==> src/rtl/settle_timer.sv <==
`default_nettype none
// ============================================================================
// Module   : settle_timer
// Purpose  : Loadable down-counter with a zero flag; times how long each
//            vector is held before the gate output is sampled.
// Ports    : clk        - rising-edge clock
//            rst_n      - asynchronous active-low reset (count -> 0)
//            load_i     - load load_val_i (has priority over dec_i)
//            load_val_i - reload value
//            dec_i      - decrement by one
//            zero_o     - count is zero
// Revision : 1.0 - initial release
// ============================================================================
module settle_timer #(
    parameter int CNT_W = 4
) (
    input  wire logic             clk,
    input  wire logic             rst_n,
    input  wire logic             load_i,
    input  wire logic [CNT_W-1:0] load_val_i,
    input  wire logic             dec_i,
    output logic                  zero_o
);

    logic [CNT_W-1:0] cnt_q;

    always_ff @(posedge clk or negedge rst_n) begin
        if (!rst_n) begin
            cnt_q <= '0;
        end else if (load_i) begin
            cnt_q <= load_val_i;
        end else if (dec_i) begin
            cnt_q <= cnt_q - CNT_W'(1);
        end
    end

    assign zero_o = (cnt_q == '0);

endmodule : settle_timer
`default_nettype wire

==> config.mk <==
export PLATFORM = sky130hd
export DESIGN_NAME = settle_timer
export DESIGN_NICKNAME = d
export VERILOG_FILES = /design/src/rtl/settle_timer.sv
export SDC_FILE = /design/constraint.sdc
export NUM_CORES = 1
export LEC_CHECK = 0
export ABC_AREA = 0
export CAP_MARGIN = 20
export CORE_AREA = 5 5 42 44
export CTS_BUF_LIST = sky130_fd_sc_hd__clkbuf_8
export CTS_CLUSTER_SIZE = 14
export DETAILED_ROUTE_END_ITERATION = 16
export DIE_AREA = 0 0 47 49
export PLACE_DENSITY_LB_ADDON = 0.3
export SLEW_MARGIN = 20
export SYNTH_ARGS = -nofsm -noshare
export SYNTH_HDL_FRONTEND = slang
export SYNTH_SLANG_ARGS = --single-unit
export TNS_END_PERCENT = 10
==> constraint.sdc <==
create_clock -name clk -period 1.45 [get_ports clk]
set_input_delay 0.145 -clock clk [delete_from_list [all_inputs] [get_ports clk]]
set_output_delay 0.145 -clock clk [all_outputs]
set_load 0.02 [all_outputs]
Word-level counts from Yosys, hierarchy flattened. Cells that the tools add are included.

Bits in registers: 4. Bits of input ports: 8. Output and inout bits: 1. Logic and storage cells: 6.

Add/sub/neg operators: 1. Multiplexer cells: 2. Reductions and logical operators: 2.

Operator list (number): two-way mux 4 bit (2); logical NOT 4 bit (1); subtractor 4 x 1 -> 4 bit, second input constant (1); nonzero test 2 bit (1).

Longest topological paths before layout. Gate-level depths: netlist of run 1.

Depth in word-level cells: 3. Mapped depth: 5. Gate-level depth less buffers: 5.

Worst setup path before layout of run 1. No wires, ideal clock.

Path type: reg2out. From: register cnt_q[0]. To: output port zero_o. Arrival: 1.148 ns. Data required time: 1.305 ns. Slack: 0.157 ns. Cell stages (with the launch flop): 4. Path buffers: 0. Cells stage by stage: dfrtp_1 > inv_1 > ha_1 > nor3b_1.

Word-level cells in the longest chain between the ends: 1.

Ends and longest elaborated chain: start: declaration (RTL line 25) `logic [CNT_W-1:0] cnt_q;`; start signal: assignment (RTL line 31) `cnt_q <= load_val_i;`; start signal: assignment (RTL line 33) `cnt_q <= cnt_q - CNT_W'(1);`; logical NOT 4 bit (RTL line 37) `assign zero_o = (cnt_q == '0);`; end: declaration (RTL line 22) `output logic zero_o`.

No other way between the ends.

Worst setup path after layout of run 1.
From: register cnt_q[1]. To: output port zero_o.

Same word-level chain as after synthesis.

==> results of run 1 <==
==> cells by family (layout without fill, tap and decap cells) <==
group / Yosys count / after routing / synth area share (%)
xor+xnor: 3 / 3 / 11.4
flops: 4 / 4 / 43.5
simple gates: 6 / 6 / 20.1
buf+inv: 2 / 17 / 3.26
fa+ha+maj: 1 / 1 / 5.43
mux: 2 / 2 / 9.78
compound gates: 3 / 3 / 6.52
==> area by class of cell <==
class	instances	share of cell area, %
Inverter	2	1.89
Clock buffer	3	10.4
Tap cell	16	5.05
Timing Repair Buffer	12	26.5
Multi-Input combinational cell	15	30.9
Sequential cell	4	25.2
==> worst paths after layout <==
path / depth (start not counted) / end / slack, ps
min in group clk: 3 / cnt_q[1] / 490
max in group asynchronous: 1 / cnt_q[0] / 1150
hold / removal: 1 / cnt_q[3] / 130
setup reg to reg: 4 / cnt_q[3] / 170
hold reg to reg: 2 / cnt_q[3] / 690
setup / recovery: 4 / zero_o / 120
==> Yosys cell counts <==
cell type  n
dfrtp_1    4
ha_1       1
inv_1      2
mux2_2     2
nand2_1    4
nor3b_1    1
nor4b_4    1
o21ai_0    3
xnor2_1    1
xor2_1     2
==> stage by stage <==
| stage | hold WS (ps) | instances | area (sq um) | worst slack [ps] | TNS (ps) |
|---|---|---|---|---|---|
| 2_1_floorplan | -151 | 21 | 230 | 157 | 0 |
| 3_3_place_gp | 361 | 49 | 360 | -65.7 | -65.7 |
| 5_1_grt | 137 | 52 | 397 | 39.7 | 0 |
| 6_report | 131 | 52 | 397 | 122 | 0 |
| 4_1_cts | 134 | 52 | 397 | 96.6 | 0 |
| 3_5_place_dp | 363 | 49 | 360 | -125 | -125 |
==> where the power goes <==
part | internal (mW) | switching (mW) | total (mW) | leakage (nW)
clock network | 0.177 | 0.0558 | 0.233 | 0.0216
registers | 0.129 | 0.00835 | 0.137 | 0.0477
logic | 0.0653 | 0.0450 | 0.110 | 0.108
==> what timing repair did <==
item | CTS | global route
setup endpoints to repair | 1 | 0
hold buffers | 0 | 0
gates resized for setup | 5 | 0
==> per-layer routing <==
metal	wire [um]	share of wire, %
met5	0	0
met4	14	3.0
met3	67	15
met2	205	44
met1	173	38
==> critical path: cells and delay by family (launching register included) <==
family                     cells  cell delay, ps
DFF                            1             360
buffers and inverters          2             270
and+or+nand+nor                1             190
adders and majority gates      1             150
==> results.txt, run 1 <==
number of global-route vias before repair: 198
first-pass GRT wire length: 717 um
min-delay worst type: input pin to async pin
most frequent cells in the layout: 7 x clkdlybuf4s50_1, 4 x nand2_1, 4 x dfrtp_1, 4 x buf_4
Max FO, Critical Path: 2
Rel. slew slack: 85.2%
Clk Latency, worst-skew pair: 220 ps
worst-case clock buffer depth: 2
antenna-violating nets left: 0
Die Area: 2300 sq um
register area: 100 sq um
pwr dens: 1210 nW/um^2
Synth Net Count: 30
min Tclk post-route: 1330 ps
average wire per standard cell: 8.87 um
initial core utilization: 16.4%
WP data arrival: 1180 ps
Setup crit start: cnt_q[1]
outcome: completed
port bufs: 8
Setup Skew: 1.40 ps
final-stage net count: 47
DR iter-0 viols: 3
max cap viols: 0
Vias: 197
grt ovf: 0
TritonCTS Sinks: 4
Layout fillers: 161
core area: 1400 sq um
footprint of the multi-input gates: 123 sq um
1st-pass router iterations: 2
max reg flops: 4
# diodes: 0
vias per cell: 3.79
Die W: 47 um
CTS root buf: clkbuf_8
Post-CTS Setup Bufs: 0
max-slew violation count: 0
Die Y: 49 um
TritonCTS clock tree: done
GRT met1 Usage: 4.42%
GRT Resource Usage Total: 5.01%
Final Power: 0.480 mW
Setup violations, final: 0
crit path kind: flop to output port
Synth area leader: dfrtp_1
final period utilization: 91.6%
H-tree depth: 1
Yosys reg bits: 4
CP max-delay cell: dfrtp_1
CP peak stage delay: 360 ps
std cell rows: 14
P&R area growth vs syn: 72.3%
Worst setup SP type: flop
drt total wl: 461 um
CP cell instances: inv_1 > ha_1 > nor3b_1 > buf_2
Synth top area share: 43.5%
Critical Path Sink Type: output port
CTS buffer count: 3
Post-Synthesis Cells: 21
Final Core Density: 28.3%
Worst IR Drop VDD: 487 uV
Ports: 9
placer congestion estimate: 0.670
largest cells by area after synthesis: dfrtp_1 43%, nor4b_4 10%, mux2_2 9.8%, xor2_1 7.6%, o21ai_0 6.5%
GRT met3 Usage: 3.69%
grt peak-use layer: met4
largest net degree at the start of global routing: 8
hpwl dp: 401 um
Mapped Area: 230 sq um
worst-margin pin slew: 222 ps
Yosys cell types: 10
Largest regs: cnt_q (4)
syn_area_per_cell: 11.0 sq um
Seq/Total Area, Yosys: 43.5%
initial antenna violation count: 0
commonest non-fill, non-tap cell in the layout: clkdlybuf4s50_1
worst path required time: 1310 ps
Ys Warns: 0
RSZ-0062 raised after global routing: no
RR Startpoint: cnt_q[2]
Fmax: 753 MHz
DRC Markers: 0
layout cells sized above 1: 30.6%
total leakage power: 0.178 nW
Reg with most FFs: cnt_q
GR Util met2: 5.88%
Hold Fails Final Rpt: 0
Clock transition at path regs: 30 ps
Power figures use the tool's default switching activity.
==> inputs of run 2 (changes only) <==
Settings changed: TNS_END_PERCENT 10 to not set.
==> results of run 2 <==
No change in the layout: final DEF, timing and power equal those of run 1.
==> RTL change 1, RTL diff (flow settings as in run 1) <==
`CNT_W`: 4 -> 6.
--- a/src/rtl/settle_timer.sv
+++ b/src/rtl/settle_timer.sv
@@ -12,7 +12,7 @@
 // Revision : 1.0 - initial release
 // ============================================================================
 module settle_timer #(
-    parameter int CNT_W = 4
+    parameter int CNT_W = 6
 ) (
     input  wire logic             clk,
     input  wire logic             rst_n,
Ports: changed (resized load_val_i); port bits go from 9 to 11. The function was not compared with the original's and may differ.
==> RTL change 1 against run 1 <==
Power increased by 29%. The run now ends with setup timing left. Routed wire length rose by 87%. Worst hold slack better by 0.045 ns. Area after synthesis rose by 51%. Register-to-register slack got worse by 0.16 ns. Count of clock-buffer cells in the layout stayed put. Largest power group unchanged. Worst setup slack worse by 0.12 ns. Sequential cell count rose by 2. Cell area grew 48%. Die area is the same. Utilization up 13 points.
==> RTL change 1: results (changes against run 1) <==
{
  "crit_path_top_delay_cell": {"value": "or3_4", "change": "was dfrtp_1"},
  "worstSetupStartpoint": {"value": "cnt_q[4]$_DFFE_PN0P_", "change": "was cnt_q[1]$_DFFE_PN0P_"},
  "clock_sink_count": {"value": 6, "change": "was 4"},
  "crit_path_max_fanout": {"value": 3, "change": "was 2"},
  "setup_viol": {"value": 1, "change": "was 0"},
  "outcome": {"value": "finished with violations", "change": "was finished clean"},
  "yosys-mux-area-fraction": {"value": 0, "change": "was 0.0978"},
  "via_count_of_the_first_global_routing_pass": {"value": 330, "change": "was 198"},
  "drt-wirelength-per-cell": {"value": 11.5, "unit": "microns", "change": "was 8.87 microns"},
  "syn_nets": {"value": 50, "change": "was 30"},
  "rr_startpoint": {"value": "cnt_q[1]$_DFFE_PN0P_", "change": "was cnt_q[2]$_DFFE_PN0P_"},
  "post-route-worst-setup-slack": {"value": -0.00308, "unit": "ns", "change": "was 0.122 ns"},
  "met2_wirelength": {"value": 419, "unit": "microns", "change": "was 205 microns"},
  "final.setup_skew": {"value": 0.00341, "unit": "ns", "change": "was 0.00140 ns"},
  "maximum_number_of_pins_on_one_net_before_global_route_repair": {"value": 13, "change": "was 8"},
  "synthAdderAreaFrac": {"value": 0.0722, "change": "was 0.0543"},
  "largest_registers": {"value": "cnt_q x6", "change": "was cnt_q x4"},
  "dp_slack": {"value": -0.275, "unit": "ns", "change": "was -0.125 ns"},
  "portBuffers": {"value": 10, "change": "was 8"},
  "routedLengthMet1": {"value": 349, "unit": "microns", "change": "was 173 microns"},
  "slack_of_the_worst_reg_to_reg_path": {"value": 0.01, "unit": "ns", "change": "was 0.17 ns"},
  "timing.critical_path.max_delay_family": {"value": "simple AND/OR/NAND/NOR gates", "change": "was flip-flops"},
  "synth-seq-area-share": {"value": 0.433, "change": "was 0.435"},
  "violations": "setup timing",
  "cts-resized-gates": {"value": 8, "change": "was 5"}
}
[RTL change 1: changes by cell type after synthesis, sizes merged, moves of 2 or more]
cell / run 1 / this run
nand2: 4 / 8
mux2: 2 / 0
o21ai: 3 / 7
xnor2: 1 / 3
dfrtp: 4 / 6
[RTL change 1: report_power, final]
part | leakage [nW] | switching, mW | internal [mW]
Combinational | 0.162 | 0.0617 | 0.0952
Sequential | 0.0724 | 0.0120 | 0.189
Clock | 0.0216 | 0.0803 | 0.179
Total | 0.255 | 0.154 | 0.463
[RTL change 1: final cells by class]
class / count / area, sq um
Sequential cell: 6 / 150
Inverter: 2 / 7.51
Multi-Input combinational cell: 29 / 201
Fill cell: 158 / 816
Tap cell: 16 / 20.0
Clock buffer: 3 / 41.3
Timing Repair Buffer: 19 / 165
[RTL change 1: worst reg2reg max path, cell delays in order, from the launching register on]
cell	delay, ns
dfrtp_1	0.37
buf_4	0.14
or3b_1	0.38
or4_1	0.40
nand3_1	0.09
==> RTL change 2, RTL diff (settings of run 1) <==
Made on the original files. Add an input register stage for `load_i`, `load_val_i` and `dec_i`, without a reset; this delays them by one clock.
--- a/src/rtl/settle_timer.sv
+++ b/src/rtl/settle_timer.sv
@@ -22,14 +22,24 @@
     output logic                  zero_o
 );
 
+    logic load_q;
+    logic [CNT_W-1:0] load_val_q;
+    logic dec_q;
+
+    always_ff @(posedge clk) begin
+        load_q     <= load_i;
+        load_val_q <= load_val_i;
+        dec_q      <= dec_i;
+    end
+
     logic [CNT_W-1:0] cnt_q;
 
     always_ff @(posedge clk or negedge rst_n) begin
         if (!rst_n) begin
             cnt_q <= '0;
-        end else if (load_i) begin
-            cnt_q <= load_val_i;
-        end else if (dec_i) begin
+        end else if (load_q) begin
+            cnt_q <= load_val_q;
+        end else if (dec_q) begin
             cnt_q <= cnt_q - CNT_W'(1);
         end
     end
Check against the original RTL: not equivalent (a bounded check fails within 4 cycles, from zero or initial values and one cycle with rst_n low).
==> RTL change 2 against run 1 <==
Sequential cell count rose by 6. Power rose by 43%. Worst setup slack improved by 0.023 ns. Area after synthesis is 52% higher. Cell area up 28%. First-iteration DRC count decreased by 100%. Die area unchanged. Utilization increased by 8.0 points. Global-route usage rose by 0.11 points. Synthesized cell count rose by 29%. Sequential share of layout area rose by 18 points. Routed wire length rose by 2.6%.
==> RTL change 2: results (changes against run 1) <==
{
  "routedLengthMet1": {"value": 197, "unit": "microns", "change": "was 173 microns"},
  "fin_nets": {"value": 52, "change": "was 47"},
  "largest_registers": {"value": "cnt_q x4, load_val_q x4", "change": "was cnt_q x4"},
  "fill_cells": {"value": 149, "change": "was 161"},
  "synth-seq-area-share": {"value": 0.629, "change": "was 0.435"},
  "synthDistinctLibCells": {"value": 11, "change": "was 10"},
  "routed-wl-met3": {"value": 44, "unit": "microns", "change": "was 67 microns"},
  "cts-resized-gates": {"value": 4, "change": "was 5"},
  "drt-wirelength-per-cell": {"value": 8.30, "unit": "microns", "change": "was 8.87 microns"},
  "drive_gt1_frac": {"value": 0.244, "change": "was 0.306"},
  "xor_xnor_fraction_of_synth_area": {"value": 0.0750, "change": "was 0.114"},
  "outcome": {"value": "finished clean", "change": "unchanged"},
  "synth_common_cells": {"value": "6 x dfxtp_1, 4 x dfrtp_1, 4 x nand2_1", "change": "was 4 x dfrtp_1, 4 x nand2_1, 3 x o21ai_0"},
  "grt_first_pass_wirelength": {"value": 690, "unit": "microns", "change": "was 717 microns"},
  "total_via_count_after_detailed_routing": {"value": 216, "change": "was 197"},
  "grt.met1_usage": {"value": 0.0452, "change": "was 0.0442"},
  "final.setup_skew": {"value": 0.000411, "unit": "ns", "change": "was 0.00140 ns"},
  "aggregate_global_route_resource_usage": {"value": 0.0512, "change": "was 0.0501"},
  "ys_async_rst_share": {"value": 0.400, "change": "was 1.00"},
  "cellLeakagePower": {"value": 0.224, "unit": "nW", "change": "was 0.178 nW"},
  "synth.top_cells.by_area": {"value": "dfxtp_1 34%, dfrtp_1 29%, nor4b_4 6.8%", "change": "was dfrtp_1 43%, nor4b_4 10%, mux2_2 9.8%"},
  "critical_path_arrival": {"value": 1.16, "unit": "ns", "change": "was 1.18 ns"},
  "max-slew-margin-rel": {"value": 0.868, "change": "was 0.852"},
  "detailed_place_hpwl": {"value": 371, "unit": "microns", "change": "was 401 microns"},
  "met2_routing_resource_usage_after_global_routing": {"value": 0.0566, "change": "was 0.0588"},
  "met3_usage": {"value": 0.0332, "change": "was 0.0369"},
  "ys.flop_type": {"value": "dfxtp_1", "change": "was dfrtp_1"},
  "synthAdderAreaFrac": {"value": 0.0357, "change": "was 0.0543"},
  "syn_nets": {"value": 36, "change": "was 30"}
}
-- RTL change 2: final timing paths --
check | slack [ns] | depth (start not counted) | start | end
worst max-delay path | 0.14 | 4 | cnt_q[1]$_DFFE_PN0P_ | zero_o
worst min-delay path | 0.12 | 1 | rst_n | cnt_q[3]$_DFFE_PN0P_
max in group asynchronous | 1.17 | 1 | rst_n | cnt_q[0]$_DFFE_PN0P_
worst min register to register | 0.44 | 2 | load_val_q[1]$_DFF_P_ | cnt_q[1]$_DFFE_PN0P_
min in group clk | 0.36 | 1 | load_i | load_q$_DFF_P_
worst max register to register | 0.18 | 4 | cnt_q[2]$_DFFE_PN0P_ | cnt_q[3]$_DFFE_PN0P_
-- RTL change 2: cell type report --
type | count | area [sq um] | area share
inverters | 2 | 7.51 | 0.0147
well taps | 16 | 20.0 | 0.0393
clock buffers | 3 | 41.3 | 0.0811
repair buffers | 11 | 97.6 | 0.192
flip-flops and latches | 10 | 220 | 0.432
multi-input cells | 15 | 123 | 0.241
-- RTL change 2: where the power goes --
| group | switching [mW] | leakage (nW) | internal [mW] |
|---|---|---|---|
| clock | 0.0843 | 0.0216 | 0.180 |
| sequential | 0.0138 | 0.0984 | 0.303 |
| combinational | 0.0403 | 0.104 | 0.0632 |
-- RTL change 2: worst max-delay path, delay by kind of cell, from the launching register on --
family	cells	cell delay [ns]
and+or+nand+nor	1	0.16
DFF	1	0.36
adders and majority gates	1	0.15
buffers and inverters	2	0.26
-- RTL change 2: stage by stage --
stage,hold slack (ns),utilization,std cells,setup slack [ns]
floorplan,-0.151,-,27,0.157
global route,0.120,0.363,57,0.0256
global placement,0.356,0.338,54,-0.0859
CTS,0.118,0.368,57,0.0134
finish,0.118,0.363,57,0.145
detailed placement,0.360,0.338,54,-0.0807
